File: config.mk
export PLATFORM = sky130hd
export DESIGN_NAME = flood_reveal_ctrl_flat
export DESIGN_NICKNAME = d
export VERILOG_FILES = /design/src/rtl/flood_reveal_ctrl_if.sv /design/src/rtl/flood_reveal_ctrl.sv /design/src/flat_wrapper.sv
export SDC_FILE = /design/constraint.sdc
export NUM_CORES = 1
export LEC_CHECK = 0
export ABC_AREA = 1
export CORE_MARGIN = 4
export CORE_UTILIZATION = 28
export CTS_BUF_LIST = sky130_fd_sc_hd__clkbuf_8
export CTS_CLUSTER_SIZE = 40
export DETAILED_ROUTE_END_ITERATION = 8
export HOLD_SLACK_MARGIN = 0.06
export PLACE_DENSITY = 0.4
export REMOVE_ABC_BUFFERS = 1
export SLEW_MARGIN = 20
export SYNTH_ARGS = -nofsm -noshare
export SYNTH_HDL_FRONTEND = slang
export SYNTH_SLANG_ARGS = --single-unit
File: constraint.sdc
create_clock -name clk -period 7.4 [get_ports clk]
set_input_delay 2.22 -clock clk [delete_from_list [all_inputs] [get_ports clk]]
set_output_delay 2.22 -clock clk [all_outputs]
set_load 0.01 [all_outputs]
File: src/rtl/flood_reveal_ctrl_if.sv
// rtl/flood_reveal_ctrl_if.sv - board access port: combinational cell read, registered reveal write
interface flood_reveal_ctrl_if #(
  parameter int N      = 8,
  parameter int CELL_W = 7
);
  localparam int CW = $clog2(N);

  logic [CW-1:0]     rd_i;
  logic [CW-1:0]     rd_j;
  logic [CELL_W-1:0] cell_in;
  logic              wr_we;
  logic [CW-1:0]     wr_i;
  logic [CW-1:0]     wr_j;

  modport master (
    output rd_i, rd_j, wr_we, wr_i, wr_j,
    input  cell_in
  );

  modport slave (
    input  rd_i, rd_j, wr_we, wr_i, wr_j,
    output cell_in
  );
endinterface

File: src/rtl/flood_reveal_ctrl.sv
// rtl/flood_reveal_ctrl.sv - stack-based flood reveal sequencer for the minesweeper board
// FLOOD_DIAG_EN: defined selects 8-neighbour expansion, undefined selects 4-neighbour.
module flood_reveal_ctrl #(
  parameter  int N      = 8,
  parameter  int CELL_W = 7,
  localparam int CW     = $clog2(N)
) (
  input  logic                 clk,
  input  logic                 rst,
  input  logic                 start,
  input  logic [CW-1:0]        seed_i,
  input  logic [CW-1:0]        seed_j,
  flood_reveal_ctrl_if.master  board,
  output logic                 busy,
  output logic                 done,
  output logic                 mine_hit,
  output logic [CW*2:0]        revealed_cnt
);

  localparam int AW  = 2 * CW;
  localparam int SPW = 2 * CW + 1;
  localparam int REV_B  = 6;
  localparam int FLG_B  = 5;
  localparam int BOMB_B = 4;
  localparam logic [1:0] M1 = 2'b11;
  localparam logic [1:0] P1 = 2'b01;
`ifdef FLOOD_DIAG_EN
  localparam logic [2:0] K_LAST = 3'd7;
`else
  localparam logic [2:0] K_LAST = 3'd3;
`endif

  typedef enum logic [2:0] {S_IDLE, S_POP, S_EVAL, S_NEIGH, S_DONE} state_t;

  state_t          state, state_nx;
  logic [AW-1:0]   stack [N*N];
  logic [SPW-1:0]  sp;
  logic [N*N-1:0]  visited;
  logic [2:0]      k;
  logic            first;
  logic            mine_hit_pend;

  logic            do_load, do_pop, do_reveal, do_push;
  logic [1:0]      di, dj;
  logic [CW:0]     ni_ext, nj_ext;
  logic            nb_oob;
  logic [AW-1:0]   nb_idx;
  logic [AW-1:0]   top_idx;
  logic            c_rev, c_flg, c_bomb;
  logic [3:0]      c_cnt;

  assign c_rev   = board.cell_in[REV_B];
  assign c_flg   = board.cell_in[FLG_B];
  assign c_bomb  = board.cell_in[BOMB_B];
  assign c_cnt   = board.cell_in[3:0];
  // Low bits suffice: sp never exceeds N*N, and sp==N*N wraps to index N*N-1.
  assign top_idx = sp[AW-1:0] - 1'b1;

  // Neighbour offsets, clockwise from "up".
  always_comb begin
    di = 2'b00;
    dj = 2'b00;
`ifdef FLOOD_DIAG_EN
    case (k)
      3'd0: di = M1;
      3'd1: begin di = M1; dj = P1; end
      3'd2: dj = P1;
      3'd3: begin di = P1; dj = P1; end
      3'd4: di = P1;
      3'd5: begin di = P1; dj = M1; end
      3'd6: dj = M1;
      default: begin di = M1; dj = M1; end
    endcase
`else
    case (k)
      3'd0: di = M1;
      3'd1: dj = P1;
      3'd2: di = P1;
      3'd3: dj = M1;
      default: ;
    endcase
`endif
  end

  // Board is a power of two, so stepping off either edge sets the carry bit.
  assign ni_ext = {1'b0, board.rd_i} + {{(CW-1){di[1]}}, di};
  assign nj_ext = {1'b0, board.rd_j} + {{(CW-1){dj[1]}}, dj};
  assign nb_oob = ni_ext[CW] | nj_ext[CW];
  assign nb_idx = {ni_ext[CW-1:0], nj_ext[CW-1:0]};

  always_ff @(posedge clk or negedge rst) begin
    if (!rst) state <= S_IDLE;
    else      state <= state_nx;
  end

  always_comb begin
    state_nx  = state;
    do_load   = 1'b0;
    do_pop    = 1'b0;
    do_reveal = 1'b0;
    do_push   = 1'b0;
    case (state)
      S_IDLE: begin
        if (start) begin
          do_load  = 1'b1;
          state_nx = S_POP;
        end
      end
      S_POP: begin
        if (sp == '0) begin
          state_nx = S_DONE;
        end else begin
          do_pop   = 1'b1;
          state_nx = S_EVAL;
        end
      end
      S_EVAL: begin
        state_nx = S_POP;
        if (!(c_flg || c_rev) && !c_bomb) begin
          do_reveal = 1'b1;
          if (c_cnt == 4'd0) state_nx = S_NEIGH;
        end
      end
      S_NEIGH: begin
        do_push = !nb_oob && !visited[nb_idx];
        if (k == K_LAST) state_nx = S_POP;
      end
      S_DONE:  state_nx = S_IDLE;
      default: state_nx = S_IDLE;
    endcase
  end

  always_ff @(posedge clk or negedge rst) begin
    if (!rst) begin
      sp            <= '0;
      visited       <= '0;
      k             <= '0;
      first         <= 1'b0;
      mine_hit_pend <= 1'b0;
      revealed_cnt  <= '0;
      board.rd_i    <= '0;
      board.rd_j    <= '0;
      board.wr_i    <= '0;
      board.wr_j    <= '0;
      board.wr_we   <= 1'b0;
    end else begin
      board.wr_we <= do_reveal;
      if (do_load) begin
        visited                   <= '0;
        visited[{seed_i, seed_j}] <= 1'b1;
        sp                        <= SPW'(1);
        revealed_cnt              <= '0;
        first                     <= 1'b0;
      end
      if (do_pop) begin
        sp                         <= sp - 1'b1;
        {board.rd_i, board.rd_j}   <= stack[top_idx];
      end
      if (state == S_EVAL) begin
        first <= 1'b1;
        k     <= '0;
        if (!(c_flg || c_rev) && c_bomb && !first) mine_hit_pend <= 1'b1;
      end
      if (do_reveal) begin
        board.wr_i   <= board.rd_i;
        board.wr_j   <= board.rd_j;
        revealed_cnt <= revealed_cnt + 1'b1;
      end
      if (state == S_NEIGH) k <= k + 1'b1;
      if (do_push) begin
        visited[nb_idx] <= 1'b1;
        sp              <= sp + 1'b1;
      end
      if (state == S_DONE) mine_hit_pend <= 1'b0;
    end
  end

  // Coordinate stack storage; contents are don't-care while sp is zero.
  always_ff @(posedge clk) begin
    if (do_load)      stack[0]            <= {seed_i, seed_j};
    else if (do_push) stack[sp[AW-1:0]]   <= nb_idx;
  end

  assign busy     = (state != S_IDLE);
  assign done     = (state == S_DONE);
  assign mine_hit = (state == S_DONE) && mine_hit_pend;

endmodule

File: src/flat_wrapper.sv
// flat-port wrapper written by rule: the top's interface ports become plain ports
module flood_reveal_ctrl_flat 
#(
  parameter  int N      = 8,
  parameter  int CELL_W = 7,
  localparam int CW     = $clog2(N)
)
  (clk, rst, start, seed_i, seed_j, busy, done, mine_hit, revealed_cnt, board_rd_i, board_rd_j, board_wr_we, board_wr_i, board_wr_j, board_cell_in);
  flood_reveal_ctrl_if #(.N(N), .CELL_W(CELL_W)) board_i ();
  input  logic clk;
  input  logic rst;
  input  logic start;
  input  logic [CW-1:0] seed_i;
  input  logic [CW-1:0] seed_j;
  output logic busy;
  output logic done;
  output logic mine_hit;
  output logic [CW*2:0] revealed_cnt;
  output wire logic [$bits(board_i.rd_i)-1:0] board_rd_i;
  output wire logic [$bits(board_i.rd_j)-1:0] board_rd_j;
  output wire logic [$bits(board_i.wr_we)-1:0] board_wr_we;
  output wire logic [$bits(board_i.wr_i)-1:0] board_wr_i;
  output wire logic [$bits(board_i.wr_j)-1:0] board_wr_j;
  input wire logic [$bits(board_i.cell_in)-1:0] board_cell_in;
  assign board_rd_i = board_i.rd_i;
  assign board_rd_j = board_i.rd_j;
  assign board_wr_we = board_i.wr_we;
  assign board_wr_i = board_i.wr_i;
  assign board_wr_j = board_i.wr_j;
  assign board_i.cell_in = board_cell_in;
  flood_reveal_ctrl #(.N(N), .CELL_W(CELL_W)) u_core (.clk(clk), .rst(rst), .start(start), .seed_i(seed_i), .seed_j(seed_j), .board(board_i), .busy(busy), .done(done), .mine_hit(mine_hit), .revealed_cnt(revealed_cnt));
endmodule
==> reports/qor_table.md, run 1 <==
| Metric | This run |
|:---|:---|
| Normalized max-slew margin | 21.8% |
| Largest net degree at the start of global routing | 103 |
| Clock sink count | 483 |
| Share of the cycle needed by the critical path after routing | 70.5% |
| Antenna violations before repair | 1 |
| Area leader, netlist | sky130_fd_sc_hd__edfxtp_1 |
| Placeable core region | 77300 um^2 |
| Root buffer selected by CTS | sky130_fd_sc_hd__clkbuf_8 |
| Smallest setup slack after layout | 2.18 ns |
| Top post-synthesis cells by count | sky130_fd_sc_hd__nand2_1 (518), sky130_fd_sc_hd__edfxtp_1 (384), sky130_fd_sc_hd__nor2_1 (360) |
| Number of ports placed on the die boundary | 39 |
| Proportion of layout cells with a drive suffix above 1 | 7.65% |
| Clock tree from TritonCTS | built |
| Worst r2r src | u_core.k[0] |
| Number of placement rows | 102 |
| Top cell type's share of synthesized area | 52.8% |
| Number of distinct library cells after synthesis | 37 |
| Worst min-delay path endpoint | u_core.board.wr_i[2] |
| Gate count of the mapped netlist | 2196 |
| Number of fillers in the final layout | 8092 |
| Transition at the pin with the smallest max-transition slack | 1.16 ns |
| Upper clock frequency limit | 192 MHz |
| H-tree levels | 3 |
| Synth-to-layout area growth | 14.3% |
| Num CTS Buffers | 88 |
| Area enclosed by the die boundary | 82500 um^2 |
| Data arrival, critical path | 5.53 ns |
| Required time worst endpoint | 7.71 ns |
| Number of global-route vias before repair | 16.2k |
| Total number of yosys warnings | 0 |
| Seq/Total Area, Yosys | 64.2% |
| Length of the first detailed-routing pass in iterations | 5 |
| Most numerous cell in the Yosys netlist | sky130_fd_sc_hd__nand2_1 |
| Count of endpoints failing hold in the final timing report | 0 |
| Number of flops mapped to enable cells by yosys | 384 |
| Cell Area, Placed | 23300 um^2 |
| Clock transition time at the flip-flop clock pins of the worst setup and hold paths | 0.06 ns |
| Mapped cell area | 21800 um^2 |
| Category of the critical setup timing path | flip-flop to flip-flop |
| Outcome | complete, no violations |
| Overall die height | 287 um |
| Worst reg2reg path depth | 18 |
| Gates resized, CTS repair | 0 |
| Hpwl dp | 42700 um |
| Number of failing setup endpoints in the final timing report | 0 |
| Max Transition Viols Final | 0 |
| Setup_tns | 0 ns |
| Detailed router's first-iteration violation count | 1038 |
| Kind of start point of the critical path | flip-flop |
| Post-route clock skew | 0.0642 ns |
| Count of nets after finishing | 2266 |
| Vias after detailed routing | 16.1k |
| Wirelength per Cell | 20.3 um |
| Mean Syn Cell Area | 9.94 um^2 |
| Clk buf depth | 3 |
| Average via count per standard cell | 4.82 |
| Launch point of the worst hold path | u_core.board.wr_i[2] |
| Global router's overall resource usage | 16.4% |
| Kind of end point of the critical path | flip-flop |
| Clock network latency to the later pin of the worst-skew pair | 0.70 ns |
| Max_cap viols | 0 |
| Residual overflow from global routing | 0 |
| Number of flip-flops and latches in the synthesized netlist | 483 |
| Wirelength, routed | 67700 um |
| Initial core utilization | 28.2% |
| DRC violations left | 0 |
| Hold Path Cell Cnt | 2 |
| Global-route wire length before repair | 104000 um |
| Hold-fix buffers at CTS | 0 |
| Number of buffers inserted by port buffering | 38 |
| Worst reg-to-reg setup slack | 2.18 ns |
| Ys flop type | sky130_fd_sc_hd__edfxtp_1 |
| Pre-CTS WS | 1.98 ns |
| Final design instance area without fill | 24900 um^2 |
| Cell types with the largest area share after synthesis | sky130_fd_sc_hd__edfxtp_1 (53%), sky130_fd_sc_hd__dfrtp_1 (11%), sky130_fd_sc_hd__nand2_1 (8.9%) |
| Setup repair after global routing missed its margin | no |
| Endpoint of the most critical register-to-register path | u_core.stack[20][1] |
| Async set-reset flop share out of synthesis | 20.5% |
| Number of routed nets with antenna violations | 0 |
| Number of buffers inserted to repair setup after CTS | 0 |
| Class of the worst hold path | flip-flop to flip-flop |
| GPL Wtd Cong | 0.780 |
| Tmin final | 5.22 ns |
| Largest driver fanout on the critical path | 12 |
| Die W | 287 um |
[critical path, cell delays in order (launching register included)]
cell and delay, ns:
sky130_fd_sc_hd__dfrtp_1 0.40, sky130_fd_sc_hd__ha_1 0.23, sky130_fd_sc_hd__ha_1 0.18, sky130_fd_sc_hd__inv_1 0.07, sky130_fd_sc_hd__nand2_1 0.06, sky130_fd_sc_hd__ha_1 0.21
sky130_fd_sc_hd__fa_1 0.38, sky130_fd_sc_hd__or2_1 0.23, sky130_fd_sc_hd__nand2_1 0.47, sky130_fd_sc_hd__inv_2 0.23, sky130_fd_sc_hd__nand2_1 0.13, sky130_fd_sc_hd__nand2_1 0.06
sky130_fd_sc_hd__nand2_1 0.07, sky130_fd_sc_hd__nand2_1 0.05, sky130_fd_sc_hd__nor2_1 0.19, sky130_fd_sc_hd__nand3_4 0.08, sky130_fd_sc_hd__inv_1 0.30, sky130_fd_sc_hd__nand3_1 0.72
sky130_fd_sc_hd__nor2_1 0.79
[through the flow]
step | hold WS, ns | utilization [%] | std cells
3_3_place_gp | 0.449 | 30.1 | 3181
6_report | 0.478 | 32.3 | 3343
5_1_grt | 0.503 | 32.3 | 3343
3_5_place_dp | 0.467 | 30.2 | 3182
4_1_cts | 0.481 | 32.2 | 3341
2_1_floorplan | 0.433 | - | 2072
[sequential cells by signal, indices dropped and copies added (netlist names)]
signal                cells
u_core.sp                 7
u_core.first              1
u_core.board.rd_i         3
u_core.mine_hit_pend      1
u_core.k                  3
u_core.board.wr_j         3
u_core.visited           64
u_core.board.wr_i         3
u_core.state              3
u_core.revealed_cnt       7
u_core.stack            384
u_core.board.rd_j         3
u_core.board.wr_we        1
[layout by cell type (no fill, tap or decap), types with 32 or more instances in the layout]
master / netlist / final
sky130_fd_sc_hd__buf_4: 7 / 32
sky130_fd_sc_hd__clkbuf_8: 0 / 93
sky130_fd_sc_hd__clkdlybuf4s50_1: 0 / 37
sky130_fd_sc_hd__dfrtp_1: 99 / 98
sky130_fd_sc_hd__edfxtp_1: 384 / 384
sky130_fd_sc_hd__inv_1: 63 / 95
sky130_fd_sc_hd__nand2_1: 518 / 517
sky130_fd_sc_hd__nand3_1: 89 / 89
sky130_fd_sc_hd__nor2_1: 360 / 360
sky130_fd_sc_hd__nor3_1: 53 / 50
sky130_fd_sc_hd__o21ai_0: 281 / 275
sky130_fd_sc_hd__o21bai_1: 36 / 36
sky130_fd_sc_hd__o22ai_1: 40 / 40
[metal layers]
metal / wire, um / GRT usage (%) / vias to the layer above
li1: - / - / 7654
met1: 31600 / 23.0 / 7984
met2: 31800 / 26.4 / 375
met3: 2630 / 2.56 / 112
met4: 1620 / 4.49 / 0
met5: 0 / 0 / -
[logic make-up after synthesis]
group / after synthesis / share of synthesized area, %
flops: 483 / 64.2
fa+ha+maj: 18 / 1.10
buf+inv: 194 / 3.74
simple gates: 1052 / 19.4
compound gates: 438 / 11.0
xor+xnor: 9 / 0.447
mux: 2 / 0.0917
[area by class of cell]
type	count	area, um^2	area share [%]
Antenna cell	2	5.00	0.0201
Clock buffer	93	1280	5.13
Clock inverter	66	330	1.32
Inverter	70	268	1.07
Multi-Input combinational cell	1519	7110	28.5
Sequential cell	483	14000	56.2
Tap cell	1040	1300	5.22
Timing Repair Buffer	70	638	2.56
[worst max path at each step]
| stage | cells after the start | startpoint | to |
|---|---|---|---|
| final | 18 | u_core.k[0] | u_core.stack[20][1] |
| after global routing | 21 | u_core.k[0] | u_core.stack[5][1] |
| after CTS | 18 | u_core.k[0] | u_core.stack[52][1] |
| after detailed placement | 18 | u_core.k[0] | u_core.stack[52][2] |
| after global placement | 18 | u_core.k[0] | u_core.stack[6][4] |
| after floorplan | 14 | u_core.sp[0] | u_core.board.rd_i[0] |
Power of run 1 is not shown: default switching activity piles up to over one toggle a cycle in this logic, so the estimate is an artifact.
==> run 2: changes to the inputs <==
--- a/config.mk
+++ b/config.mk
@@ -12,7 +12,7 @@
 export CTS_CLUSTER_SIZE = 40
 export DETAILED_ROUTE_END_ITERATION = 8
 export HOLD_SLACK_MARGIN = 0.06
-export PLACE_DENSITY = 0.4
+export PLACE_DENSITY = 0.42
 export REMOVE_ABC_BUFFERS = 1
 export SLEW_MARGIN = 20
 export SYNTH_ARGS = -nofsm -noshare
==> constraint.sdc (replaced) <==
create_clock -name clk -period 4.8 [get_ports clk]
set_input_delay 1.44 -clock clk [delete_from_list [all_inputs] [get_ports clk]]
set_output_delay 1.44 -clock clk [all_outputs]
set_load 0.01 [all_outputs]
==> run 2 against run 1 <==
- cell count up 0.57%
- non-clock buffer count up 20
- setup slack worse by 1.8 ns
- global-route usage down 0.47 points
- hold slack worse by 0.0074 ns
- sequential share of layout area down 0.63 points
- register-to-register slack worse by 1.8 ns
- core utilization up 0.36 points
- largest cell class unchanged
==> reports/qor_table.md, run 2 (synthesis results as in run 1) <==
| Metric | This run | Change |
|:---|:---|:---|
| Clock network latency to the later pin of the worst-skew pair | 0.70 ns | about the same |
| Wirelength per Cell | 19.7 um | was 20.3 um |
| Number of global-route vias before repair | 16.1k | was 16.2k |
| Hpwl dp | 41500 um | was 42700 um |
| Largest driver fanout on the critical path | 42 | was 12 |
| Commonest cells after routing, fill and taps aside | sky130_fd_sc_hd__nand2_1 (517), sky130_fd_sc_hd__edfxtp_1 (384), sky130_fd_sc_hd__nor2_1 (360), sky130_fd_sc_hd__o21ai_0 (275), sky130_fd_sc_hd__dfrtp_1 (98) | unchanged |
| Detailed router's first-iteration violation count | 1393 | was 1038 |
| Residual overflow from global routing | 0 | unchanged |
| Count of nets after finishing | 2286 | was 2266 |
| Category of the critical setup timing path | flip-flop to flip-flop | unchanged |
| Number of failing setup endpoints in the final timing report | 0 | unchanged |
| Initial core utilization | 28.2% | unchanged |
| Registers with the most flip-flops | u_core.stack (384), u_core.visited (64) | unchanged |
| Upper clock frequency limit | 227 MHz | was 192 MHz |
| Average via count per standard cell | 4.80 | was 4.82 |
| GPL Wtd Cong | 0.836 | was 0.780 |
| Share of the cycle needed by the critical path after routing | 91.6% | was 70.5% |
| Worst reg-to-reg setup slack | 0.40 ns | was 2.18 ns |
| Num CTS Buffers | 88 | unchanged |
| Class of the worst hold path | flip-flop to flip-flop | unchanged |
| Clock sink count | 483 | unchanged |
| Placeable core region | 77300 um^2 | unchanged |
| Clock tree from TritonCTS | built | unchanged |
| Max_cap viols | 0 | unchanged |
| Final design utilization | 32.6% | was 32.3% |
| Max Transition Viols Final | 0 | unchanged |
| Number of placement rows | 102 | unchanged |
| Worst reg2reg path depth | 17 | was 18 |
| Root buffer selected by CTS | sky130_fd_sc_hd__clkbuf_8 | unchanged |
| Outcome | complete, no violations | unchanged |
| Launch point of the worst hold path | u_core.board.wr_i[0] | was u_core.board.wr_i[2] |
| Clk buf depth | 3 | unchanged |
| Worst min-delay path endpoint | u_core.board.wr_i[0] | was u_core.board.wr_i[2] |
| Gates resized, CTS repair | 0 | unchanged |
| Endpoint of the most critical register-to-register path | u_core.stack[27][0] | was u_core.stack[20][1] |
| Number of buffers inserted by port buffering | 38 | unchanged |
| H-tree levels | 3 | unchanged |
| Number of ports placed on the die boundary | 39 | unchanged |
| Flip-flop count of the largest register after layout | 384 | unchanged |
| Register name with the most flops | u_core.stack | unchanged |
| Setup_tns | 0 ns | unchanged |
| Transition at the pin with the smallest max-transition slack | 1.05 ns | was 1.16 ns |
| Seq. cell area | 14000 um^2 | unchanged |
| Hold Worst Slack | 0.471 ns | was 0.478 ns |
| Vias after detailed routing | 16.1k | about the same |
| Normalized max-slew margin | 29.3% | was 21.8% |
| Footprint of the multi-input gates | 7100 um^2 | was 7110 um^2 |
| Number of buffers inserted to repair setup after CTS | 0 | unchanged |
| Kind of end point of the critical path | flip-flop | unchanged |
| Cells after DPL | 3202 | was 3182 |
| Worst r2r src | u_core.k[0] | unchanged |
| DRC violations left | 0 | unchanged |
| Final standard cell count with taps included and fillers excluded | 3362 | was 3343 |
| Setup repair after global routing missed its margin | no | unchanged |
| Clock transition time at the flip-flop clock pins of the worst setup and hold paths | 0.06 ns | about the same |
| Synth-to-layout area growth | 15.6% | was 14.3% |
| Largest net degree at the start of global routing | 198 | was 103 |
| Area enclosed by the die boundary | 82500 um^2 | unchanged |
| Count of endpoints failing hold in the final timing report | 0 | unchanged |
| Global-route wire length before repair | 101000 um | was 104000 um |
| Post-route clock skew | 0.0473 ns | was 0.0642 ns |
| Number of routed nets with antenna violations | 0 | unchanged |
| Number of fillers in the final layout | 8005 | was 8092 |
| Required time worst endpoint | 5.30 ns | was 7.71 ns |
| Antenna violations before repair | 1 | unchanged |
| Proportion of layout cells with a drive suffix above 1 | 8.70% | was 7.65% |
| Kind of start point of the critical path | flip-flop | unchanged |
| Hold-fix buffers at CTS | 0 | unchanged |
| Tmin final | 4.40 ns | was 5.22 ns |
| Die W | 287 um | unchanged |
| Wirelength, routed | 66100 um | was 67700 um |
| Overall die height | 287 um | unchanged |
| Global router's overall resource usage | 15.9% | was 16.4% |
| Data arrival, critical path | 4.89 ns | was 5.53 ns |
| Most common cell after layout, fill and taps aside | sky130_fd_sc_hd__nand2_1 | unchanged |
| Hold Path Cell Cnt | 2 | unchanged |
| Length of the first detailed-routing pass in iterations | 5 | unchanged |
[run 2: cell type report]
cell class	instances	area share [%]
Sequential cell	483	55.5
Inverter	70	1.05
Antenna cell	1	0.00992
Clock buffer	94	5.13
Clock inverter	65	1.44
Multi-Input combinational cell	1519	28.1
Timing Repair Buffer	90	3.54
Tap cell	1040	5.16
[run 2: worst max path at each step]
stage               depth (start not counted)  slack (ns)              endpoint    startpoint
global route                               18        0.10   u_core.stack[22][0]   u_core.k[0]
CTS                                        17        0.34   u_core.stack[27][0]   u_core.k[0]
global placement                           17        0.40   u_core.stack[44][0]   u_core.k[0]
finish                                     17        0.40   u_core.stack[27][0]   u_core.k[0]
floorplan                                  14       -4.87  u_core.board.rd_i[0]  u_core.sp[0]
detailed placement                         17        0.36   u_core.stack[31][0]   u_core.k[0]
[run 2: stage by stage]
step | setup slack [ns] | instance area [um^2]
finish | 0.402 | 25200
global route | 0.105 | 25200
CTS | 0.344 | 25200
detailed placement | 0.361 | 23600
global placement | 0.404 | 23600
floorplan | -4.87 | 21300
[run 2: critical path: stages (launching register included)]
cell and delay [ns]:
sky130_fd_sc_hd__dfrtp_1 0.38, sky130_fd_sc_hd__inv_1 0.09, sky130_fd_sc_hd__ha_1 0.20, sky130_fd_sc_hd__nand2_1 0.09, sky130_fd_sc_hd__nand2_1 0.07, sky130_fd_sc_hd__ha_1 0.20, sky130_fd_sc_hd__fa_1 0.45, sky130_fd_sc_hd__xnor2_4 0.36
sky130_fd_sc_hd__nand2_1 0.16, sky130_fd_sc_hd__nor2_2 0.44, sky130_fd_sc_hd__nand2_1 0.11, sky130_fd_sc_hd__nand2_1 0.08, sky130_fd_sc_hd__nor2_1 0.07, sky130_fd_sc_hd__nand3_4 0.07, sky130_fd_sc_hd__buf_4 0.49, sky130_fd_sc_hd__nand2_1 0.19
sky130_fd_sc_hd__o21ai_4 0.41, sky130_fd_sc_hd__buf_4 0.34
[run 2: layer usage]
metal,part of all wire (%),wire length [um],global-route usage (%),up-vias
li1,-,-,-,7701
met1,47,31200,22.8,7925
met2,45,29800,24.6,406
met3,4.8,3150,2.80,115
met4,2.9,1930,5.10,0
met5,0,0,0,-
Power of run 2 is left out for the same reason.
==> run 3: changes to the inputs <==
--- a/config.mk
+++ b/config.mk
@@ -14,7 +14,6 @@
 export HOLD_SLACK_MARGIN = 0.06
 export PLACE_DENSITY = 0.42
 export REMOVE_ABC_BUFFERS = 1
-export SLEW_MARGIN = 20
 export SYNTH_ARGS = -nofsm -noshare
 export SYNTH_HDL_FRONTEND = slang
 export SYNTH_SLANG_ARGS = --single-unit
==> results of run 3 <==
No change in the layout: final DEF, timing and power equal those of run 2.
Power of run 3 is left out for the same reason.
